--- config.mk ---
export PLATFORM = sky130hd
export DESIGN_NAME = touch_panel_sampler
export DESIGN_NICKNAME = d
export VERILOG_FILES = /design/src/rtl/touch_pkg.sv /design/src/rtl/touch_spi_xfer.sv /design/src/rtl/touch_panel_sampler.sv
export SDC_FILE = /design/constraint.sdc
export NUM_CORES = 1
export LEC_CHECK = 0
export CAP_MARGIN = 0
export CORE_MARGIN = 4
export CORE_UTILIZATION = 60
export DETAILED_ROUTE_END_ITERATION = 12
export GPL_TIMING_DRIVEN = 0
export PLACE_DENSITY = 0.82
export SLEW_MARGIN = 20
export SYNTH_ARGS = -nofsm -noshare
export SYNTH_HDL_FRONTEND = slang
export SYNTH_HIERARCHICAL = 1
export SYNTH_SLANG_ARGS = --single-unit
--- constraint.sdc ---
create_clock -name clk_clk -period 3.3 [get_ports clk_clk]
set_input_delay 0.495 -clock clk_clk [delete_from_list [all_inputs] [get_ports clk_clk]]
set_output_delay 0.495 -clock clk_clk [all_outputs]
set_load 0.01 [all_outputs]
--- src/rtl/touch_pkg.sv ---
// Shared types and constants for the LT24 touch ADC sampler.
// Holds the sampler state enum and the SPI frame geometry.
package touch_pkg;

  typedef enum logic [2:0] {
    ST_IDLE,
    ST_SETTLE,
    ST_CONV_X,
    ST_CONV_Y,
    ST_ACCUM,
    ST_CHECK,
    ST_PRESENT
  } state_t;

  localparam logic [7:0] CMD_X = 8'hD0;
  localparam logic [7:0] CMD_Y = 8'h90;

  localparam int FRAME_SCLKS = 24;
  localparam int DATA_FIRST  = 10;
  localparam int DATA_W      = 12;

endpackage

--- src/rtl/touch_spi_xfer.sv ---
// One 24-SCLK ADS7843 frame: sends cmd MSB first, returns 12-bit result.
// Ports: start/cmd in, done pulse + rdata out, spi_sclk/mosi/ss_n/miso.
module touch_spi_xfer
  import touch_pkg::*;
#(
  parameter int CLK_DIV = 25
) (
  input  logic              clk_clk,
  input  logic              reset_reset,
  input  logic              start,
  input  logic [7:0]        cmd,
  input  logic              spi_miso,
  output logic              done,
  output logic [DATA_W-1:0] rdata,
  output logic              spi_sclk,
  output logic              spi_mosi,
  output logic              spi_ss_n
);

  localparam int DIV_W  = $clog2(CLK_DIV);
  localparam int HALF_W = $clog2(2 * FRAME_SCLKS + 2);

  localparam logic [DIV_W-1:0] DIV_LAST =
    DIV_W'(CLK_DIV - 1);
  localparam logic [HALF_W-1:0] H_TRAIL =
    HALF_W'(2 * FRAME_SCLKS);
  localparam logic [HALF_W-1:0] H_D_FIRST =
    HALF_W'(2 * (DATA_FIRST - 1));
  localparam logic [HALF_W-1:0] H_D_LAST =
    HALF_W'(2 * (DATA_FIRST + DATA_W - 2));

  logic              busy;
  logic [DIV_W-1:0]  div_cnt;
  logic [HALF_W-1:0] half;
  logic [7:0]        sh;
  logic              tick;
  logic              in_data;

  // Half-period index: even halves end in a rise, odd in a fall,
  // H_TRAIL ends with ss_n high, the one after is the idle gap.
  assign tick    = busy && (div_cnt == DIV_LAST);
  assign in_data = !half[0] &&
                   (half >= H_D_FIRST) &&
                   (half <= H_D_LAST);

  always_ff @(posedge clk_clk) begin
    if (reset_reset) begin
      busy     <= 1'b0;
      div_cnt  <= '0;
      half     <= '0;
      sh       <= '0;
      done     <= 1'b0;
      rdata    <= '0;
      spi_sclk <= 1'b0;
      spi_mosi <= 1'b0;
      spi_ss_n <= 1'b1;
    end else begin
      done <= 1'b0;
      if (start && !busy) begin
        busy     <= 1'b1;
        div_cnt  <= '0;
        half     <= '0;
        spi_ss_n <= 1'b0;
        spi_mosi <= cmd[7];
        sh       <= cmd << 1;
      end else if (busy) begin
        div_cnt <= tick ? '0 : div_cnt + 1'b1;
        if (tick) begin
          half <= half + 1'b1;
          if (half < H_TRAIL) begin
            if (!half[0]) begin
              spi_sclk <= 1'b1;
              if (in_data)
                rdata <= {rdata[DATA_W-2:0], spi_miso};
            end else begin
              spi_sclk <= 1'b0;
              spi_mosi <= sh[7];
              sh       <= sh << 1;
            end
          end else if (half == H_TRAIL) begin
            spi_ss_n <= 1'b1;
          end else begin
            busy <= 1'b0;
            done <= 1'b1;
          end
        end
      end
    end
  end

endmodule

--- src/rtl/touch_panel_sampler.sv ---
// LT24 touch sampler: pen debounce, X/Y conversions, 2^AVG_LOG2 averaging,
// valid/ready coord output. Macro TOUCH_RANGE_CHECK_EN drops out-of-range pairs.
module touch_panel_sampler
  import touch_pkg::*;
#(
  parameter int CLK_DIV       = 25,
  parameter int AVG_LOG2      = 2,
  parameter int SETTLE_CYCLES = 500,
  parameter int RAW_MIN       = 100,
  parameter int RAW_MAX       = 3995
) (
  input  logic              clk_clk,
  input  logic              reset_reset,
  input  logic              pen_irq_n,
  input  logic              spi_miso,
  output logic              spi_mosi,
  output logic              spi_sclk,
  output logic              spi_ss_n,
  output logic [DATA_W-1:0] coord_x,
  output logic [DATA_W-1:0] coord_y,
  output logic              coord_valid,
  input  logic              coord_ready,
  output logic              pen_down
);

  localparam int ACC_W = DATA_W + AVG_LOG2;
  localparam int CNT_W = AVG_LOG2 + 1;
  localparam int SET_W = $clog2(SETTLE_CYCLES + 1);

  localparam logic [CNT_W-1:0] PAIRS =
    CNT_W'(1 << AVG_LOG2);
  localparam logic [SET_W-1:0] SET_LAST =
    SET_W'(SETTLE_CYCLES - 1);

  state_t state_q, state_d;

  logic              pen_meta, pen_sync;
  logic [SET_W-1:0]  set_cnt;
  logic [ACC_W-1:0]  acc_x, acc_y;
  logic [CNT_W-1:0]  pair_cnt;
  logic [DATA_W-1:0] raw_x, raw_y;

  logic              xfer_start;
  logic [7:0]        xfer_cmd;
  logic              xfer_done;
  logic [DATA_W-1:0] xfer_rdata;

  logic pen_set, discard, load_out, accept;
  logic keep_pair;

`ifdef TOUCH_RANGE_CHECK_EN
  localparam logic [DATA_W-1:0] R_MIN = DATA_W'(RAW_MIN);
  localparam logic [DATA_W-1:0] R_MAX = DATA_W'(RAW_MAX);
  assign keep_pair = (raw_x >= R_MIN) && (raw_x <= R_MAX) &&
                     (raw_y >= R_MIN) && (raw_y <= R_MAX);
`else
  logic unused_raw;
  assign unused_raw = ^{RAW_MIN, RAW_MAX};
  assign keep_pair  = 1'b1;
`endif

  touch_spi_xfer #(
    .CLK_DIV (CLK_DIV)
  ) u_xfer (
    .clk_clk     (clk_clk),
    .reset_reset (reset_reset),
    .start       (xfer_start),
    .cmd         (xfer_cmd),
    .spi_miso    (spi_miso),
    .done        (xfer_done),
    .rdata       (xfer_rdata),
    .spi_sclk    (spi_sclk),
    .spi_mosi    (spi_mosi),
    .spi_ss_n    (spi_ss_n)
  );

  always_ff @(posedge clk_clk) begin
    if (reset_reset) state_q <= ST_IDLE;
    else             state_q <= state_d;
  end

  always_comb begin
    state_d    = state_q;
    xfer_start = 1'b0;
    xfer_cmd   = CMD_X;
    pen_set    = 1'b0;
    discard    = 1'b0;
    load_out   = 1'b0;
    accept     = 1'b0;
    unique case (state_q)
      ST_IDLE: begin
        if (!pen_sync) state_d = ST_SETTLE;
      end
      ST_SETTLE: begin
        if (pen_sync) begin
          state_d = ST_IDLE;
        end else if (set_cnt >= SET_LAST) begin
          state_d    = ST_CONV_X;
          xfer_start = 1'b1;
          pen_set    = 1'b1;
        end
      end
      ST_CONV_X: begin
        if (xfer_done) begin
          state_d    = ST_CONV_Y;
          xfer_start = 1'b1;
          xfer_cmd   = CMD_Y;
        end
      end
      ST_CONV_Y: begin
        if (xfer_done) state_d = ST_ACCUM;
      end
      ST_ACCUM: begin
        state_d = ST_CHECK;
      end
      ST_CHECK: begin
        if (pen_sync) begin
          state_d = ST_IDLE;
          discard = 1'b1;
        end else if (pair_cnt < PAIRS) begin
          state_d    = ST_CONV_X;
          xfer_start = 1'b1;
        end else begin
          state_d  = ST_PRESENT;
          load_out = 1'b1;
        end
      end
      ST_PRESENT: begin
        if (coord_ready) begin
          state_d = ST_CHECK;
          accept  = 1'b1;
        end
      end
      default: state_d = ST_IDLE;
    endcase
  end

  // Pen level only advances between frames, so ADC switching
  // noise on pen_irq_n during a conversion is never seen.
  always_ff @(posedge clk_clk) begin
    if (reset_reset) begin
      pen_meta    <= 1'b1;
      pen_sync    <= 1'b1;
      set_cnt     <= '0;
      pen_down    <= 1'b0;
      raw_x       <= '0;
      raw_y       <= '0;
      acc_x       <= '0;
      acc_y       <= '0;
      pair_cnt    <= '0;
      coord_x     <= '0;
      coord_y     <= '0;
      coord_valid <= 1'b0;
    end else begin
      pen_meta <= pen_irq_n;
      if (spi_ss_n) pen_sync <= pen_meta;

      set_cnt <= (state_d == ST_SETTLE) ?
                 set_cnt + 1'b1 : '0;

      if (pen_set)      pen_down <= 1'b1;
      else if (discard) pen_down <= 1'b0;

      if (xfer_done && state_q == ST_CONV_X)
        raw_x <= xfer_rdata;
      if (xfer_done && state_q == ST_CONV_Y)
        raw_y <= xfer_rdata;

      if (discard || accept) begin
        acc_x    <= '0;
        acc_y    <= '0;
        pair_cnt <= '0;
      end else if (state_q == ST_ACCUM && keep_pair) begin
        acc_x    <= acc_x + ACC_W'(raw_x);
        acc_y    <= acc_y + ACC_W'(raw_y);
        pair_cnt <= pair_cnt + 1'b1;
      end

      // Top DATA_W bits of the sum are the truncated average.
      if (load_out) begin
        coord_x     <= acc_x[ACC_W-1 -: DATA_W];
        coord_y     <= acc_y[ACC_W-1 -: DATA_W];
        coord_valid <= 1'b1;
      end else if (accept) begin
        coord_valid <= 1'b0;
      end
    end
  end

endmodule

=== After elaboration in Yosys (flattened, before gate mapping) ===
Cells that the tools add are included.

* Multiply operators: 0
* Shift operators: 0
* $add $sub $neg: 6
* Reduce and logical (&&, ||, !) cells: 26
* Order comparisons: 5
* Mux-type cells: 52
* Bitwise gates (word level): 5
* Equal/unequal tests: 10
* Div/mod/pow operators: 0

{| class="wikitable"
|+ Operator list
! cell !! number
|-
| $mux 8 || 5
|-
| $mux 1 || 34
|-
| $add 14x12->14 || 2
|-
| $mux 3 || 8
|-
| $pmux 3 s7 || 1
|-
| $mux 7 || 2
|-
| $reduce_bool 2->1 || 7
|-
| $reduce_and 4->1 || 3
|-
| $add 9x1->9 const B || 1
|-
| $eq 3x3->1 const B || 3
|-
| $ge 9x9->1 const B || 1
|-
| $add 6x1->6 const B || 1
|-
| $eq 3x1->1 const B || 2
|-
| $eq 3x2->1 const B || 2
|-
| $eq 6x6->1 const B || 1
|-
| $ge 6x5->1 const B || 1
|-
| $le 6x6->1 const B || 1
|-
| $logic_and 1x1->1 || 6
|-
| $lt 6x6->1 const B || 1
|-
| $reduce_and 6->1 || 1
|-
| $reduce_or 2->1 || 3
|-
| $add 5x1->5 const B || 1
|-
| $eq 5x5->1 const B || 1
|-
| $mux 5 || 1
|-
| 10 further kinds || 15
|}

* Memory bits (writable): 0
* Bits in read-only memories: 0
* Latch bits: 0
* Input bits: 5
* Flip-flop bits (word level): 130
* Word-level logic and storage cells: 126
* Memories kept: 0
* Output and inout port bits: 29

=== Longest topological paths before layout ===
* Depth in word-level cells: 7
* Gate-level depth with buffers: 13
* Depth with buffers taken out: 9

=== Hierarchy ===
Netlist, hierarchy kept.

{| class="wikitable"
|+ By module, submodules not included
! module !! instances !! cells each !! sequential area each (um^2) !! area an instance (um^2)
|-
| touch_panel_sampler || 1 || 581 || 1901.8 || 4615.7
|-
| touch_spi_xfer || 1 || 168 || 700.7 || 1609.0
|}

=== Worst setup path after synthesis ===
OpenSTA, ideal clock, no wires.

* Kind: flip-flop to flip-flop
* Start point: reg state_q[2]
* End point: reg u_xfer.sh[4]
* Library setup time: 0.088 ns
* Path buffers: 4
* Setup slack: 1.110 ns
* Stages on the path, launching flop included: 14
* Arrival time: 2.102 ns
* Period minus slack after synthesis: 2.190 ns
* Data required time: 3.212 ns
* Cell sequence: dfxtp_1 -> buf_2 -> nor2b_1 -> nand2_1 -> nor2_1 -> inv_1 -> clkbuf_1 -> o211ai_1 -> nand2b_1 -> buf_2 -> o31ai_4 -> buf_6 -> nor2_1 -> a311oi_2

* Longest elaborated chain between the ends: 5
* Elaborated cells between the ends (all ways): 12
* Classes of those cells: 3 x eq/ne; 3 x mux; 6 x reduce/logical

{| class="wikitable"
|+ RTL lines
! element !! RTL line !! text
|-
| from (decl) || touch_panel_sampler.sv:35 || <nowiki>state_t state_q, state_d;</nowiki>
|-
| from (signal assigned) || touch_panel_sampler.sv:79 || <nowiki>else state_q <= state_d;</nowiki>
|-
| $eq 3x3->1 (tied with other cells) || touch_panel_sampler.sv:90 || <nowiki>unique case (state_q)</nowiki>
|-
| $pmux 1 s3 * || touch_panel_sampler.sv:90 ||
|-
| net xfer_start || touch_panel_sampler.sv:43 || <nowiki>logic xfer_start;</nowiki>
|-
| $logic_and 1x1->1 * || touch_spi_xfer.sv:59 || <nowiki>if (start && !busy) begin</nowiki>
|-
| $reduce_bool 2->1 (no line) || -- ||
|-
| $reduce_and 4->1 (no line) || -- ||
|-
| to (signal assigned) || touch_spi_xfer.sv:65 || <nowiki>sh <= cmd << 1;</nowiki>
|-
| to (signal assigned) || touch_spi_xfer.sv:78 || <nowiki>sh <= sh << 1;</nowiki>
|-
| to (decl) || touch_spi_xfer.sv:35 || <nowiki>logic [7:0] sh;</nowiki>
|}

Mark *: on every way through the listed nets, which the timed path passes. The rest lies on a longest branch.
A chain may end at the register's enable or synchronous reset.

=== Worst setup path after layout ===
Same ends and word-level chain as after synthesis.

==> results.yml <==
global_routing:
  grt_max_degree: 17
  grt_pass1_vias: 5664
  track_usage: 0.278
  grt_pass1_wl_mm: 26.0
  overflow: 0
  antenna_found_initial: 0
pwr:
  ir_drop_uv: 271
  pwr_density_cell_mw_per_mm2: 521
  switchingPower_uw: 742
  power.total_uw: 3880
  internal-power_uw: 3140
  power_leakage_uw: 0.00274
  p_sw_frac: 0.191
  combPwrFrac: 0.014
  clock_power_share: 0.581
  pwr-share-seq: 0.405
route:
  dr.pass1.iters: 6
  drt-initial-drc-count: 401
  viasPerCell: 5.88
  ant_nets: 0
  drc: 0
  wirelength_mm: 15.5
  wl_per_cell_microns: 16.3
  via_count: 5596
sta:
  tightest_slew_ns: 0.732
  skew_ns: 0.00653
  slew_viol_final: 0
  fin_ws_ns: 0.506
  fin_crit_ns: 2.79
  finalSetupViolations: 0
  slew_headroom: 0.512
  rsz0062_at_grt: "no"
  min_period_over_period: 0.847
  hold_viol: 0
  fin_tns_setup_ns: 0
  max_freq_mhz: 358
yosys:
  synth_top_area_frac: 0.418
  yosysWarnings: 6
  synth_flop_cell: "dfxtp_1"
  synth_cells: 749
  synth-seq-cells: 130
  synthArstFlopShare: 0
  yosys.area.top_type: "dfxtp_1"
  netlist_area_sq_mm: 0.00622
  netlist-cell-type-count: 62
  synth_edf_count: 0
  synth_common_cells: "169 x nand2_1, 130 x dfxtp_1, 84 x a21oi_1, 48 x nor2_1, 30 x ha_1"
  netlist_top_cells_area: "dfxtp_1 42%, nand2_1 10%, a21oi_1 6.8%, ha_1 6.0%, nor2_1 2.9%"
  ys_seq_area_frac: 0.418
  yosysMostFrequentCell: "nand2_1"
  syn_area_per_cell_sq_um: 8.31
clock_tree:
  cts_root_buf: "clkbuf_8"
  cts_tree: "done"
  cts_htree_levels: 4
  clock_sinks: 130
  clk-insertion-delay-late_ns: 0.54
  numCtsBuffers: 17
  cts_setup_buffers: 0
  cts_hold_buf: 0
  cts.repair.resized: 0
  clk_path_buf_depth: 2
  clk_pin_slew_worst_paths_ns: 0.06
min_path:
  min_path_type: "flip-flop to flip-flop"
  hold_path_depth: 1
  hold_end: "pen_sync"
  min_from: "pen_meta"
cells_and_area:
  multi_input_area_sq_mm: 0.00337
  num-nets-final: 843
  fin_util: 0.749
  layout.area.seq_sq_mm: 0.00260
  stdcell_count: 952
  diodes: 0
  fillers: 721
  drive_gt1_frac: 0.0745
  synthToLayoutAreaGrowth_pct: 19.7
critical_path:
  r2r-end: "u_xfer/sh[4]"
  crit_path_end_kind: "flip-flop"
  rrSetupSlack_ns: 0.51
  max_stage_delay_ns: 0.29
  reg2reg_depth: 13
  required_ns: 3.75
  critPathSlowestCell: "dfxtp_1"
  critPathArrivalTime_ns: 3.24
  rr_startpoint: "state_q[2]"
  cp-start-kind: "flip-flop"
  worst-setup-path-type: "flip-flop to flip-flop"
  critPathMaxFanout: 10
  crit_chain: "buf_2 > nor2b_1 > nand2_1 > nor2_1 > inv_1 > clkbuf_1 > o211ai_1 > nand2b_1 > buf_2 > o31ai_4 > buf_6 > nor2_1 > a311oi_2"
placed_design:
  portBuffers: 33
  hpwl_mm: 10.6
  place_congestion: 0.932
  pre_cts_ws_ns: 0.582
  dp_cells: 920
floorplan:
  die_h_microns: 110
  start_util: 0.625
  io_pins: 34
  die_area_sq_mm: 0.0121
  die_width_microns: 110
  core-area_sq_mm: 0.00995
  rows: 36
run:
  max-cap-violations: 0
run_status:
  status: "complete, no violations"
worst max-delay path: cells and delay by family, from the launching register on:
family / cells / cell delay [ns]
buffers and inverters: 5 / 1.03
and+or+nand+nor: 5 / 0.78
AOI/OAI and AO/OA: 3 / 0.60
DFF: 1 / 0.29
cell usage in the layout (no fill, tap or decap), types with 6 or more instances in the layout:
cell	count
conb_1	7
bufinv_16	8
ha_1	30
clkbuf_16	16
nand4_1	9
a211oi_1	6
xnor2_1	15
a31oi_1	12
nor2b_1	8
clkdlybuf4s50_1	33
xor2_1	15
o21ai_0	15
a311oi_1	6
clkbuf_1	22
dfxtp_1	130
nor2_1	48
inv_1	19
a21oi_1	84
a21o_1	7
nand2_1	169
nand3_1	23
buf_2	6
mux2i_1	16
nand2b_1	20
nor3_1	8
or3_1	9
o211ai_1	6
cell families (layout without fill, tap and decap cells):
logic type / after synthesis / in the layout / synth area share
multiplexers: 16 / 16 / 0.0257
other: 2 / 7 / 0.00121
AO/OA/AOI/OAI: 161 / 161 / 0.166
flip-flops: 130 / 130 / 0.418
XOR/XNOR: 30 / 30 / 0.0422
buffers and inverters: 57 / 122 / 0.0434
adder cells (fa/ha/maj): 32 / 32 / 0.0667
AND/OR/NAND/NOR: 321 / 321 / 0.237
worst max path at each step:
stage / depth (start not counted) / slack, ns / start / endpoint
2_1_floorplan: 13 / 1.11 / state_q[2] / u_xfer/sh[4]
3_3_place_gp: 5 / 0.70 / reset_reset / pair_cnt[2]
3_5_place_dp: 13 / 0.58 / state_q[2] / u_xfer/sh[4]
4_1_cts: 13 / 0.53 / state_q[2] / u_xfer/sh[4]
5_1_grt: 11 / 0.21 / state_q[2] / u_xfer/sh[7]
6_report: 13 / 0.51 / state_q[2] / u_xfer/sh[4]
sequential cells by signal, summed over array words and instances, names as in the netlist, 5 cells and up:
signal,flops
raw_y,12
set_cnt,9
u_xfer/rdata,12
u_xfer/div_cnt,5
acc_y,14
acc_x,14
coord_x,12
coord_y,12
raw_x,12
u_xfer/sh,7
u_xfer/half,6
final cells by class:
class / instances / area share
repair buffers: 33 / 0.0443
inverters: 19 / 0.00957
multi-input cells: 567 / 0.452
flip-flops and latches: 130 / 0.349
plain buffers: 38 / 0.0267
clock inverters: 13 / 0.0376
clock buffers: 19 / 0.0579
well taps: 133 / 0.0223
power by group through the flow:
stage               Combinational, uW  Clock (uW)  Sequential, uW
floorplan                        31.6           0            1610
global placement                 50.8           0            1610
detailed placement               52.0           0            1610
CTS                              52.8        2280            1570
global route                     58.1        2340            1570
finish                           53.7        2260            1570
through the flow:
step	instance area, sq um	hold WS (ns)
2_1_floorplan	6240	0.412
5_1_grt	7450	0.458
6_report	7450	0.441
3_5_place_dp	6740	0.430
3_3_place_gp	6740	0.420
4_1_cts	7450	0.443
per-layer routing:
| layer | track usage | up-vias | part of all wire |
|---|---|---|---|
| met1 | 0.321 | 2634 | 0.42 |
| li1 | - | 2691 | - |
| met4 | 0.133 | 0 | 0.031 |
| met2 | 0.474 | 223 | 0.49 |
| met3 | 0.0781 | 48 | 0.064 |
| met5 | 0 | - | 0 |
No activity file was read; power rests on OpenSTA's default activity.
